**src/rtl/uart_tx_fifo.sv**
```systemverilog
// UART transmitter fed by a small word FIFO; frames go out LSB first with per-frame
// parity/stop format latched at pop time, and queued frames follow each other without gaps.
module uart_tx_fifo #(
    parameter int unsigned OVERSAMPLING = 8,
    parameter int unsigned DATA_BITS    = 8,
    parameter int unsigned FIFO_DEPTH   = 4
) (
    input  logic                                 clk_in,
    input  logic                                 nrst_in,
    input  logic                                 wr_en_in,
    input  logic [DATA_BITS-1:0]                 wr_data_in,
    input  logic [1:0]                           parity_mode_in,
    input  logic                                 stop_bits_in,
    output logic                                 fifo_full_out,
    output logic [$clog2(FIFO_DEPTH+1)-1:0]      fifo_level_out,
    output logic                                 overflow_out,
    output logic                                 tx_serial_out,
    output logic                                 tx_busy_out,
    output logic                                 tx_done_out
);

    localparam int unsigned CNT_W = $clog2(OVERSAMPLING);
    localparam int unsigned PTR_W = $clog2(FIFO_DEPTH);
    localparam int unsigned LVL_W = $clog2(FIFO_DEPTH + 1);
    localparam int unsigned IDX_W = $clog2(DATA_BITS);

    localparam logic [CNT_W-1:0] CNT_LAST = CNT_W'(OVERSAMPLING - 1);
    localparam logic [CNT_W-1:0] CNT_DONE = CNT_W'(OVERSAMPLING - 2);
    localparam logic [IDX_W-1:0] IDX_LAST = IDX_W'(DATA_BITS - 1);
    localparam logic [LVL_W-1:0] LVL_FULL = LVL_W'(FIFO_DEPTH);

    typedef enum logic [2:0] {
        S_IDLE   = 3'd0,
        S_START  = 3'd1,
        S_DATA   = 3'd2,
        S_PARITY = 3'd3,
        S_STOP   = 3'd4
    } state_t;

    state_t                 state;
    logic [CNT_W-1:0]       cnt;
    logic [IDX_W-1:0]       idx;
    logic [DATA_BITS-1:0]   shreg;
    logic                   par_en;
    logic                   par_bit;
    logic                   stop2;
    logic                   stop_phase;

    logic [DATA_BITS-1:0]   mem [FIFO_DEPTH];
    logic [PTR_W-1:0]       wr_ptr;
    logic [PTR_W-1:0]       rd_ptr;

    logic                   bit_end_c;
    logic                   stop_last_c;
    logic                   push_c;
    logic                   pop_c;
    logic [DATA_BITS-1:0]   rd_word_c;
    logic                   par_en_c;
    logic                   par_bit_c;
    logic [LVL_W-1:0]       level_next_c;

    // Handshake between FIFO and serialiser; pops only on frame boundaries
    always_comb begin
        bit_end_c   = (cnt == CNT_LAST);
        stop_last_c = !stop2 || stop_phase;
        push_c      = wr_en_in && !fifo_full_out;
        pop_c       = (fifo_level_out != '0) &&
                      ((state == S_IDLE) ||
                       ((state == S_STOP) && bit_end_c && stop_last_c));
        rd_word_c   = mem[rd_ptr];
        par_en_c    = (parity_mode_in == 2'b01) || (parity_mode_in == 2'b10);
        par_bit_c   = (parity_mode_in == 2'b10) ? ~^rd_word_c : ^rd_word_c;
        level_next_c = fifo_level_out;
        case ({push_c, pop_c})
            2'b10:   level_next_c = fifo_level_out + LVL_W'(1);
            2'b01:   level_next_c = fifo_level_out - LVL_W'(1);
            default: level_next_c = fifo_level_out;
        endcase
    end

    // FIFO storage needs no reset; validity is tracked by the pointers
    always_ff @(posedge clk_in) begin
        if (push_c) begin
            mem[wr_ptr] <= wr_data_in;
        end
    end

    always_ff @(posedge clk_in or negedge nrst_in) begin
        if (!nrst_in) begin
            wr_ptr         <= '0;
            rd_ptr         <= '0;
            fifo_level_out <= '0;
            fifo_full_out  <= 1'b0;
            overflow_out   <= 1'b0;
        end else begin
            if (push_c) begin
                wr_ptr <= PTR_W'(wr_ptr + PTR_W'(1));
            end
            if (pop_c) begin
                rd_ptr <= PTR_W'(rd_ptr + PTR_W'(1));
            end
            fifo_level_out <= level_next_c;
            fifo_full_out  <= (level_next_c == LVL_FULL);
            overflow_out   <= wr_en_in && fifo_full_out;
        end
    end

    // Serialiser; tx_serial_out is loaded with the value of the bit being entered
    always_ff @(posedge clk_in or negedge nrst_in) begin
        if (!nrst_in) begin
            state         <= S_IDLE;
            cnt           <= '0;
            idx           <= '0;
            shreg         <= '0;
            par_en        <= 1'b0;
            par_bit       <= 1'b0;
            stop2         <= 1'b0;
            stop_phase    <= 1'b0;
            tx_serial_out <= 1'b1;
            tx_busy_out   <= 1'b0;
            tx_done_out   <= 1'b0;
        end else begin
            tx_done_out <= 1'b0;
            case (state)
                S_IDLE: begin
                    tx_serial_out <= 1'b1;
                    tx_busy_out   <= 1'b0;
                    cnt           <= '0;
                end
                S_START: begin
                    if (bit_end_c) begin
                        cnt           <= '0;
                        idx           <= '0;
                        state         <= S_DATA;
                        tx_serial_out <= shreg[0];
                    end else begin
                        cnt <= CNT_W'(cnt + CNT_W'(1));
                    end
                end
                S_DATA: begin
                    if (bit_end_c) begin
                        cnt <= '0;
                        if (idx == IDX_LAST) begin
                            if (par_en) begin
                                state         <= S_PARITY;
                                tx_serial_out <= par_bit;
                            end else begin
                                state         <= S_STOP;
                                stop_phase    <= 1'b0;
                                tx_serial_out <= 1'b1;
                            end
                        end else begin
                            idx           <= IDX_W'(idx + IDX_W'(1));
                            shreg         <= shreg >> 1;
                            tx_serial_out <= shreg[1];
                        end
                    end else begin
                        cnt <= CNT_W'(cnt + CNT_W'(1));
                    end
                end
                S_PARITY: begin
                    if (bit_end_c) begin
                        cnt           <= '0;
                        state         <= S_STOP;
                        stop_phase    <= 1'b0;
                        tx_serial_out <= 1'b1;
                    end else begin
                        cnt <= CNT_W'(cnt + CNT_W'(1));
                    end
                end
                S_STOP: begin
                    tx_done_out <= (cnt == CNT_DONE) && stop_last_c;
                    if (bit_end_c) begin
                        cnt <= '0;
                        if (!stop_last_c) begin
                            stop_phase <= 1'b1;
                        end else if (!pop_c) begin
                            state         <= S_IDLE;
                            tx_busy_out   <= 1'b0;
                            tx_serial_out <= 1'b1;
                        end
                    end else begin
                        cnt <= CNT_W'(cnt + CNT_W'(1));
                    end
                end
                default: begin
                    state         <= S_IDLE;
                    cnt           <= '0;
                    tx_serial_out <= 1'b1;
                    tx_busy_out   <= 1'b0;
                end
            endcase
            // Frame latch shared by IDLE and the final stop cycle; overrides the case above
            if (pop_c) begin
                state         <= S_START;
                cnt           <= '0;
                shreg         <= rd_word_c;
                par_en        <= par_en_c;
                par_bit       <= par_bit_c;
                stop2         <= stop_bits_in;
                tx_busy_out   <= 1'b1;
                tx_serial_out <= 1'b0;
            end
        end
    end

endmodule

```
**config.mk**
```make
export PLATFORM = sky130hd
export DESIGN_NAME = uart_tx_fifo
export DESIGN_NICKNAME = d
export VERILOG_FILES = /design/src/rtl/uart_tx_fifo.sv
export SDC_FILE = /design/constraint.sdc
export NUM_CORES = 1
export LEC_CHECK = 0
export CAP_MARGIN = 40
export CORE_ASPECT_RATIO = 1.25
export CORE_MARGIN = 2
export CORE_UTILIZATION = 51
export DETAILED_ROUTE_END_ITERATION = 8
export GPL_ROUTABILITY_DRIVEN = 0
export PLACE_DENSITY = 0.74
export SLEW_MARGIN = 10
export SYNTH_ARGS = -nofsm -noshare
export SYNTH_HDL_FRONTEND = slang
export SYNTH_SLANG_ARGS = --single-unit
export TNS_END_PERCENT = 5
```
**constraint.sdc**
```tcl
create_clock -name clk_in -period 2.3 [get_ports clk_in]
set_input_delay 0.46 -clock clk_in [delete_from_list [all_inputs] [get_ports clk_in]]
set_output_delay 0.46 -clock clk_in [all_outputs]
set_load 0.05 [all_outputs]
```
==> impl_metrics.yaml <==
clock_tree:
  cts-buffers-inserted: 9
  clock-root-buffer: "clkbuf_8"
  htree_levels: 3
  clock-sinks: 65
  clockBufferDepth: 2
  clkTransAtPathRegs_ns: 0.07
  cts_tree: "built"
  worstSkewPairLatency_ns: 0.34
floorplanning:
  ios: 22
  die_area_mm2: 0.006411
  start_util_pct: 53.45
  rows: 30
  die_w_um: 72.02
  die_height_um: 89.02
  core_mm2: 0.005518
finish:
  fill_cells: 404
  insertedDiodeCount: 0
  syn2layout_area_growth_pct: 21.81
  layout-drive-gt1-share_pct: 19.17
  nNetsFinal: 287
  stdcell_count: 330
route:
  vias: 1753
  drt_iter0_drc: 71
  viasPerCell: 5.312
  drc: 0
  wl_mm: 4.928
  antenna_left: 0
  firstDrtPassIters: 4
  wl_met2_mm: 2.598
  wl_met1_mm: 2.128
  dr_wl_met3_um: 122
  post_drt_wl_per_cell_um: 14.93
  highest_layer: "met4"
outcome:
  status: "complete, no violations"
yosys:
  synth.distinct_cells: 44
  synth_edf_count: 32
  synth_top_area_share_pct: 32.58
  async_reset_ff_share_pct: 50.77
  synthCells: 220
  syn_nets: 246
  yosysTopAreaCell: "edfxtp_1"
  ys.flop_type: "edfxtp_1"
  yosysWarningCount: 0
  synthesis.area_mm2: 0.002949
  yosysSeqAreaShare_pct: 60.63
  syn_avg_cell_area_um2: 13.40
  synth.area.top_cells: "edfxtp_1, dfrtp_1, ha_1, mux4_1, mux4_2"
  ys_ff_latch: 65
sta:
  clock_skew_ns: 0.007374
  hold_viol_final: 0
  period_share_pct: 95.21
  rsz0062_at_grt: "false"
  slew_headroom_pct: 66.45
  final_max_slew_viol_count: 0
  period_minus_slack_ns: 2.190
  fin_ws_ns: 0.1101
  holdWs_ns: 0.4890
  finalSetupViolCount: 0
  max_freq_mhz: 456.7
  worstMarginPinSlew_ns: 0.5016
power:
  p_sw_share_pct: 35.80
  vdd_drop_max_mv: 0.7895
  seqPwrFrac_pct: 34.8
  p_switching_mw: 1.885
  combPwrFrac_pct: 45.2
  p_per_area_mw_per_mm2: 1466
  power.leakage_nw: 1.506
  p_int_mw: 3.380
  pwr-share-clk_pct: 20.0
placed_design:
  hpwlAfterDp_mm: 3.499
  dp_cells: 310
  port_buffers: 21
  post-place-ws_ns: -0.05023
min_path:
  hp-class: "reg -> reg"
global_route:
  antenna_found_initial: 0
  grt_pass1_wl_mm: 8.418
  gr-total-overflow: 0
  grt_max_degree: 34
  first_global_vias: 1838
  track_usage_pct: 17.87
worst_setup_path:
  critical_path_class: "reg -> reg"
  cp-start-kind: "flop"
  worstPathRequired_ns: 2.54
  crit_fanout: 2
  arrival_ns: 2.43
  endpoint_kind: "flop"
flow_run:
  cap_violations: 0
cell usage in the layout, fill, tap and decap left out, drive strengths merged, types with 6 or more instances in the layout:
cell            n
dfrtp          32
buf            18
a21oi          14
clkdlybuf4s50  21
mux2i           7
ha             11
edfxtp         32
clkbuf          9
o21ai           7
nor2           13
mux4            8
inv            15
xnor2           9
nand2          17
and2            6
registers in the layout (all words and copies together), names as in the netlist, 2 cells and up:
register,cells
mem,32
state,3
fifo_level_out,3
idx,3
cnt,3
shreg,8
wr_ptr,2
rd_ptr,2
power by group through the flow:
stage / sequential, mW / combinational [mW] / clock, mW
floorplan: 1.95 / 1.61 / 0
global placement: 1.85 / 2.25 / 0
detailed placement: 1.86 / 2.30 / 0
CTS: 1.84 / 2.31 / 1.07
global route: 1.88 / 2.63 / 1.13
finish: 1.83 / 2.38 / 1.05
worst max-delay path, cell delays in order, from the launching register on:
cell and delay (ns):
dfrtp_1 0.38, ha_2 0.20, ha_4 0.15, a21o_1 0.19, nand2_2 0.11, clkinv_4 0.06
ha_4 0.15, inv_1 0.06, fa_2 0.42, o21ai_1 0.16, nor2_1 0.06, and2_1 0.13
metal layers:
layer  vias to the layer above  global-route usage [%]
met1                       848                   20.56
li1                        878                       -
met3                         5                   5.750
met4                         0                   9.091
met5                         -                       0
met2                        22                   30.13
cell type report:
cell class	instances	area (um2)	area share [%]
Clock buffer	9	123.9	3.448
Clock inverter	7	95.09	2.647
Inverter	16	65.06	1.811
Multi-Input combinational cell	130	1092	30.41
Sequential cell	65	1790	49.84
Tap cell	64	80.08	2.229
Timing Repair Buffer	39	345.3	9.613
per-stage QoR:
step	utilization [%]	setup TNS (ns)	power, mW	cell area (um2)
3_5_place_dp	60.09	-0.05023	4.160	3316
6_report	65.10	0	5.265	3592
2_1_floorplan	-	0	3.558	2964
5_1_grt	65.10	0	5.635	3592
4_1_cts	64.06	0	5.223	3535
3_3_place_gp	60.09	0	4.102	3316
cell usage after synthesis, types with 2 or more instances:
cell,number
o21ai_0,6
o22ai_1,3
mux4_2,4
a21o_1,2
and2_1,6
nand3_1,3
nand2_1,17
o2111ai_1,2
mux4_1,4
inv_1,15
xor2_1,4
mux2_2,2
o22a_1,2
a21oi_1,14
nand2b_1,3
nor3b_1,2
mux2i_1,7
edfxtp_1,32
nor3_1,2
dfrtp_1,32
ha_1,11
clkbuf_1,6
xnor2_1,8
nor2_1,13
path summary, 6_finish.rpt:
| path | startpoint | cells past startpoint | slack, ns | to |
|---|---|---|---|---|
| min in group asynchronous | nrst_in | 2 | 0.52 | cnt[0] |
| max in group asynchronous | nrst_in | 2 | 1.46 | tx_serial_out |
| min reg2reg | idx[1] | 2 | 0.49 | idx[1] |
| max reg2reg | cnt[0] | 11 | 0.11 | fifo_full_out |
| min | idx[1] | 2 | 0.49 | idx[1] |
| max | cnt[0] | 11 | 0.11 | fifo_full_out |
what timing repair did:
action / in CTS / in global routing
endpoints found under the setup margin: 1 / 2
gates resized for setup: 0 / 5
hold buffers: 0 / 0
buffers inserted: 0 / 4
pin swaps: 1 / 4
cells by family after synthesis:
kind of cell             Yosys count  share of synthesized area, %
AO/OA/AOI/OAI                     36                         7.637
XOR/XNOR                          14                         4.879
adder cells (fa/ha/maj)           12                         5.346
buffers and inverters             25                         3.521
flip-flops                        65                         60.63
multiplexers                      17                         9.758
AND/OR/NAND/NOR                   51                         8.231
(Power assumes the default switching activity.)
